File: src/rtl/vga_pkg.sv
// Shared VGA timing constants and the frame-buffer arbiter state type.
// vga_controller uses the same active-area and sync-polarity values.
package vga_pkg;

    localparam int VGA_H_ACTIVE = 640;
    localparam int VGA_V_ACTIVE = 480;

    // Both syncs are active-low.
    localparam logic HS_ACTIVE = 1'b0;
    localparam logic VS_ACTIVE = 1'b0;

    typedef enum logic [1:0] {
        WAIT_FRAME = 2'd0,
        RUN        = 2'd1,
        DONE       = 2'd2
    } fb_state_t;

endpackage

File: src/rtl/vga_pixel_fifo.sv
// Small synchronous pixel FIFO with level output and flush.
// Flush beats push; a push at full is accepted only alongside a pop.
module vga_pixel_fifo #(
    parameter int DEPTH = 16,
    parameter int WIDTH = 12,
    localparam int PTR_W = $clog2(DEPTH),
    localparam int LVL_W = PTR_W + 1
) (
    input  logic             pixel_clk,
    input  logic             rst,
    input  logic             flush,
    input  logic             push,
    input  logic [WIDTH-1:0] push_data,
    input  logic             pop,
    output logic [WIDTH-1:0] head,
    output logic [LVL_W-1:0] level
);

    logic [WIDTH-1:0] mem_reg [DEPTH];
    logic [PTR_W-1:0] wr_ptr_reg;
    logic [PTR_W-1:0] rd_ptr_reg;
    logic [LVL_W-1:0] level_reg;
    logic             full;
    logic             empty;
    logic             do_push;
    logic             do_pop;

    assign full    = (level_reg == LVL_W'(DEPTH));
    assign empty   = (level_reg == '0);
    assign do_pop  = pop && !empty && !flush;
    assign do_push = push && !flush && (!full || do_pop);

    always_ff @(posedge pixel_clk or negedge rst) begin
        if (!rst) begin
            wr_ptr_reg <= '0;
            rd_ptr_reg <= '0;
            level_reg  <= '0;
        end else if (flush) begin
            wr_ptr_reg <= '0;
            rd_ptr_reg <= '0;
            level_reg  <= '0;
        end else begin
            if (do_push) begin
                wr_ptr_reg <= wr_ptr_reg + 1'b1;
            end
            if (do_pop) begin
                rd_ptr_reg <= rd_ptr_reg + 1'b1;
            end
            case ({do_push, do_pop})
                2'b10:   level_reg <= level_reg + 1'b1;
                2'b01:   level_reg <= level_reg - 1'b1;
                default: level_reg <= level_reg;
            endcase
        end
    end

    // Storage carries no reset; the head read at full sees the old word
    // even when the same slot is written on this edge.
    always_ff @(posedge pixel_clk) begin
        if (do_push) begin
            mem_reg[wr_ptr_reg] <= push_data;
        end
    end

    assign head  = mem_reg[rd_ptr_reg];
    assign level = level_reg;

endmodule

File: src/rtl/vga_fb_arbiter.sv
// Shares one single-port frame-buffer RAM between raster-order scanout prefetch
// and a host writer; the host is held off whenever the prefetch margin runs low.
module vga_fb_arbiter #(
    parameter int DATA_W     = 12,
    parameter int ADDR_W     = 19,
    parameter int H_ACTIVE   = vga_pkg::VGA_H_ACTIVE,
    parameter int V_ACTIVE   = vga_pkg::VGA_V_ACTIVE,
    parameter int FIFO_DEPTH = 16,
    parameter int LOW_WM     = 4
) (
    input  logic              pixel_clk,
    input  logic              rst,
    input  logic              VGA_VS,
    input  logic              data_en,
    input  logic              wr_valid,
    output logic              wr_ready,
    input  logic [ADDR_W-1:0] wr_addr,
    input  logic [DATA_W-1:0] wr_data,
    output logic              mem_en,
    output logic              mem_we,
    output logic [ADDR_W-1:0] mem_addr,
    output logic [DATA_W-1:0] mem_wdata,
    input  logic [DATA_W-1:0] mem_rdata,
    output logic [DATA_W-1:0] pix_data,
    output logic              underflow
);

    import vga_pkg::*;

    localparam int LVL_W = $clog2(FIFO_DEPTH) + 1;
    localparam int OCC_W = LVL_W + 1;
    localparam logic [ADDR_W-1:0] LAST_ADDR = ADDR_W'(H_ACTIVE * V_ACTIVE - 1);

    fb_state_t         state_reg;
    fb_state_t         state_next;
    logic              vs_reg;
    logic [ADDR_W-1:0] rd_addr_reg;
    logic              inflight_reg;
    logic [DATA_W-1:0] pix_data_reg;
    logic              underflow_reg;

    logic [DATA_W-1:0] fifo_head;
    logic [LVL_W-1:0]  fifo_level;
    logic              fifo_empty;
    logic              fifo_push;
    logic              frame_start;
    logic [OCC_W-1:0]  occ;
    logic              urgent;
    logic              host_grant;
    logic              rd_grant;

    // Registered VS starts out "active" so only a genuinely observed falling
    // edge after reset can open a frame.
    assign frame_start = (vs_reg != VS_ACTIVE) && (VGA_VS == VS_ACTIVE);

    assign occ        = OCC_W'(fifo_level) + OCC_W'(inflight_reg);
    assign fifo_empty = (fifo_level == '0);
    assign urgent     = (state_reg == RUN) && (int'(occ) < LOW_WM);
    assign wr_ready   = rst && !urgent;
    assign host_grant = wr_valid && wr_ready;
    // No read in the frame-start cycle: it would fetch a stale address.
    assign rd_grant   = !host_grant && (state_reg == RUN) &&
                        (int'(occ) < FIFO_DEPTH) && !frame_start;
    assign fifo_push  = inflight_reg && !frame_start;

    always_comb begin
        mem_en    = 1'b0;
        mem_we    = 1'b0;
        mem_addr  = '0;
        mem_wdata = '0;
        if (host_grant) begin
            mem_en    = 1'b1;
            mem_we    = 1'b1;
            mem_addr  = wr_addr;
            mem_wdata = wr_data;
        end else if (rd_grant) begin
            mem_en    = 1'b1;
            mem_addr  = rd_addr_reg;
        end
    end

    always_comb begin
        state_next = state_reg;
        if (frame_start) begin
            state_next = RUN;
        end else if ((state_reg == RUN) && rd_grant && (rd_addr_reg == LAST_ADDR)) begin
            state_next = DONE;
        end
    end

    always_ff @(posedge pixel_clk or negedge rst) begin
        if (!rst) begin
            state_reg    <= WAIT_FRAME;
            vs_reg       <= VS_ACTIVE;
            rd_addr_reg  <= '0;
            inflight_reg <= 1'b0;
        end else begin
            state_reg    <= state_next;
            vs_reg       <= VGA_VS;
            inflight_reg <= rd_grant;
            if (frame_start) begin
                rd_addr_reg <= '0;
            end else if (rd_grant) begin
                rd_addr_reg <= rd_addr_reg + 1'b1;
            end
        end
    end

    vga_pixel_fifo #(
        .DEPTH (FIFO_DEPTH),
        .WIDTH (DATA_W)
    ) u_fifo (
        .pixel_clk (pixel_clk),
        .rst       (rst),
        .flush     (frame_start),
        .push      (fifo_push),
        .push_data (mem_rdata),
        .pop       (data_en),
        .head      (fifo_head),
        .level     (fifo_level)
    );

    // Starvation only counts once a frame is under way; before the first VS
    // edge after reset the output is simply black.
    always_ff @(posedge pixel_clk or negedge rst) begin
        if (!rst) begin
            pix_data_reg  <= '0;
            underflow_reg <= 1'b0;
        end else begin
            pix_data_reg <= '0;
            if (data_en && !fifo_empty) begin
                pix_data_reg <= fifo_head;
            end
            if (frame_start) begin
                underflow_reg <= 1'b0;
            end else if (data_en && fifo_empty && (state_reg != WAIT_FRAME)) begin
                underflow_reg <= 1'b1;
            end
        end
    end

    assign pix_data  = pix_data_reg;
    assign underflow = underflow_reg;

endmodule

File: config.mk
export PLATFORM = sky130hd
export DESIGN_NAME = vga_fb_arbiter
export DESIGN_NICKNAME = d
export VERILOG_FILES = /design/src/rtl/vga_pkg.sv /design/src/rtl/vga_pixel_fifo.sv /design/src/rtl/vga_fb_arbiter.sv
export SDC_FILE = /design/constraint.sdc
export NUM_CORES = 1
export LEC_CHECK = 0
export ABC_CLOCK_PERIOD_IN_PS = 5100
export CAP_MARGIN = 20
export CORE_UTILIZATION = 58
export CTS_CLUSTER_SIZE = 12
export DETAILED_ROUTE_END_ITERATION = 16
export GPL_ROUTABILITY_DRIVEN = 0
export PLACE_DENSITY = 0.84
export SYNTH_ARGS = -nofsm -noshare
export SYNTH_HDL_FRONTEND = slang
export SYNTH_SLANG_ARGS = --single-unit
File: constraint.sdc
create_clock -name pixel_clk -period 5.1 [get_ports pixel_clk]
set_clock_uncertainty 0.15 [all_clocks]
set_input_delay 1.02 -clock pixel_clk [delete_from_list [all_inputs] [get_ports pixel_clk]]
set_output_delay 1.02 -clock pixel_clk [all_outputs]
set_load 0.02 [all_outputs]
==> impl_metrics.env <==
export IMPL_ys_flop_type="edfxtp_1"
export IMPL_leakagePower_uw=0.004059
export IMPL_vias=5777
export IMPL_final_cells=933
export IMPL_syn_to_final_growth_pct=19.77
export IMPL_hp_class="flip-flop to flip-flop"
export IMPL_root_buffer="clkbuf_16"
export IMPL_ys_seq_area_frac=0.6980
export IMPL_cts_buffers_inserted=25
export IMPL_ys_top_cells_by_area="edfxtp_1 (58%), dfrtp_1 (12%), mux4_2 (11%), mux2i_1 (2.7%), nor2_1 (1.9%)"
export IMPL_endpoint_kind="output port"
export IMPL_worst_pin_slew_ps=1082
export IMPL_fin_crit_ps=4307
export IMPL_synth_edf_count=192
export IMPL_antenna_found_initial=0
export IMPL_drive_gt1_frac=0.1613
export IMPL_synthMuxAreaShare=0.1394
export IMPL_drt_pass1_iter_count=5
export IMPL_synth_top_family_by_area="multiplexers"
export IMPL_antenna_left=0
export IMPL_multi_input_area_sq_um=2913
export IMPL_first_iter_violations=432
export IMPL_cp_required_ps=3930
export IMPL_die_x_microns=133.4
export IMPL_powerDensity_nw_per_um2=482.2
export IMPL_regArea_sq_um=6994
export IMPL_largest_reg_flops=192
export IMPL_crit_arrival_ps=3140
export IMPL_rr_startpoint="u_fifo.level[1]$_DFFE_PN0P_"
export IMPL_crit_fanout=21
export IMPL_ios=95
export IMPL_post_cts_repair_setup_buffers=0
export IMPL_hp_start="underflow$_DFFE_PN0P_"
export IMPL_synth_compound_area_frac=0.04022
export IMPL_postCtsResizedCells=0
export IMPL_synth_async_reset_ratio=0.2033
export IMPL_clkTransAtPathRegs_ps=60
export IMPL_port_buffers=94
export IMPL_maxSlewHeadroom=0.2780
export IMPL_highest_layer="met4"
export IMPL_netlist_area_sq_um=10020
export IMPL_dp_cells=888
export IMPL_syn_nets=646
export IMPL_wl_per_cell_microns=23.31
export IMPL_finalSetupViolCount=0
export IMPL_post_dp_cell_area_sq_um=11280
export IMPL_fin_crit_sh=0.8445
export IMPL_yosys_area_share_simple=0.07207
export IMPL_holdBufCountCts=0
export IMPL_gr_total_overflow=0
export IMPL_synth_seq_cells=241
export IMPL_dpl_worst_slack_ps=791.9
export IMPL_synth_cell_types=46
export IMPL_initial_core_util=0.5998
export IMPL_remaining_drc_errors=0
export IMPL_clockBufferDepth=3
export IMPL_hold_slack_ps=353.0
export IMPL_startpoint="wr_valid"
export IMPL_grtUsageTotal=0.2558
export IMPL_die_area_sq_um=17800
export IMPL_wl_met3_microns=1803
export IMPL_fmax_mhz=232.2
export IMPL_tns_ps=0
export IMPL_place_detailed_hpwl_microns=12940
export IMPL_synthXorXnorAreaFrac=0.02011
export IMPL_yosysTopAreaCellShare=0.5756
export IMPL_core_area_sq_um=16700
export IMPL_final_hold_violation_count=0
export IMPL_final_area_sq_um=12000
export IMPL_grt_pass1_vias=5949
export IMPL_grt_setup_unrepaired="false"
export IMPL_cts_tree="yes"
export IMPL_synthAdderAreaFrac=0.01324
export IMPL_status="finished, final reports clean"
export IMPL_worst_ir_drop_vdd_mv=0.3717
export IMPL_start_kind="input pin"
export IMPL_cts_num_sinks=241
export IMPL_fp_row_count=47
export IMPL_synth_largest_area_cell="edfxtp_1"
export IMPL_final_nets=753
export IMPL_htreeDepth=1
export IMPL_via_per_inst=6.192
export IMPL_critPathKind="input pin to output port"
export IMPL_maxCapViolCount=0
export IMPL_grt_pass1_wl_microns=33510
export IMPL_antenna_cells=0
export IMPL_n_fill_cell=1014
export IMPL_grt_max_degree=40
export IMPL_syn_area_per_cell_sq_um=17.04
export IMPL_wirelength_microns=21750
export IMPL_syn_inst=588
export IMPL_wl_met1_microns=8344
export IMPL_synth_warning_count=0
export IMPL_insertion_delay_ps=520
export IMPL_die_h_microns=133.4
export IMPL_drv_slew=0
export IMPL_wl_met2_microns=10940
export IMPL_worst_slack_ps=793.1
[critical path: stages]
cell and delay [ps]:
clkdlybuf4s50_1 450, a22oi_1 230, o211ai_1 120, buf_4 210, nor2_1 100, buf_4 240
a22o_1 160, clkdlybuf4s50_1 610
[metrics by stage]
stage                     total power [uW]    util
after floorplan                       3629       -
after global placement                4123  0.6754
after detailed placement              4196  0.6754
after CTS                             5821  0.7184
after global routing                  6035  0.7184
final                                 5785  0.7184
[synthesized netlist by cell type, types with 5 or more instances]
cell type and instances:
a22o_1 19, a21oi_1 9, clkbuf_1 17, nor3_1 9, nand2b_1 6, inv_1 9
ha_1 9, xnor2_1 16, nand4_1 5, and2_1 13, edfxtp_1 192, nor2_1 50
buf_2 10, or3_1 6, mux4_2 48, nor4_2 6, mux2i_1 27, dfrtp_1 49
xor2_1 7, nand3_1 7, o22ai_1 12, nand2_1 23
[worst paths after layout]
check                                              endpoint  slack, ps  depth (start not counted)
min in group asynchronous             underflow$_DFFE_PN0P_        400                          2
max                                            mem_addr[17]        790                          8
max reg2reg                     u_fifo.level[3]$_DFFE_PN0P_       2230                         11
max in group asynchronous  u_fifo.rd_ptr_reg[1]$_DFFE_PN0P_       4090                          2
min                                   underflow$_DFFE_PN0P_        350                          2
min reg2reg                           underflow$_DFFE_PN0P_        350                          2
[metal layers]
metal / up-vias / global-route usage
li1: 2507 / -
met5: - / 0
met3: 45 / 0.05213
met4: 0 / 0.09154
met1: 2918 / 0.3293
met2: 307 / 0.4352
[placed cells by master, fill, tap and decap left out, types with 7 or more instances in the layout]
master	count
clkdlybuf4s50_1	93
nor2_1	46
nand3_1	7
o22ai_1	12
edfxtp_1	192
clkbuf_16	25
mux4_2	48
a21oi_1	9
and2_1	13
buf_4	17
mux2i_1	27
inv_1	9
xor2_1	7
clkbuf_1	14
xnor2_1	16
dfrtp_1	47
a22o_1	19
nand2_1	23
ha_1	9
[cells by family after synthesis]
family | count (synthesis)
adders and majority gates | 10
buffers and inverters | 40
DFF | 241
muxes | 79
xor gates and xnor gates | 23
AOI/OAI and AO/OA | 57
and+or+nand+nor | 138
[area by class of cell]
type | count | area share
sequential | 241 | 0.5830
clock inverter | 5 | 0.002190
clock buffer | 40 | 0.05767
timing repair buffer | 111 | 0.08864
inverter | 9 | 0.002816
multi-input combinational | 307 | 0.2428
tap | 220 | 0.02294
[power breakdown]
part,switching (uW),internal [uW]
Sequential,211,2340
Combinational,836,776
Clock,699,925
(Power assumes the default switching activity.)
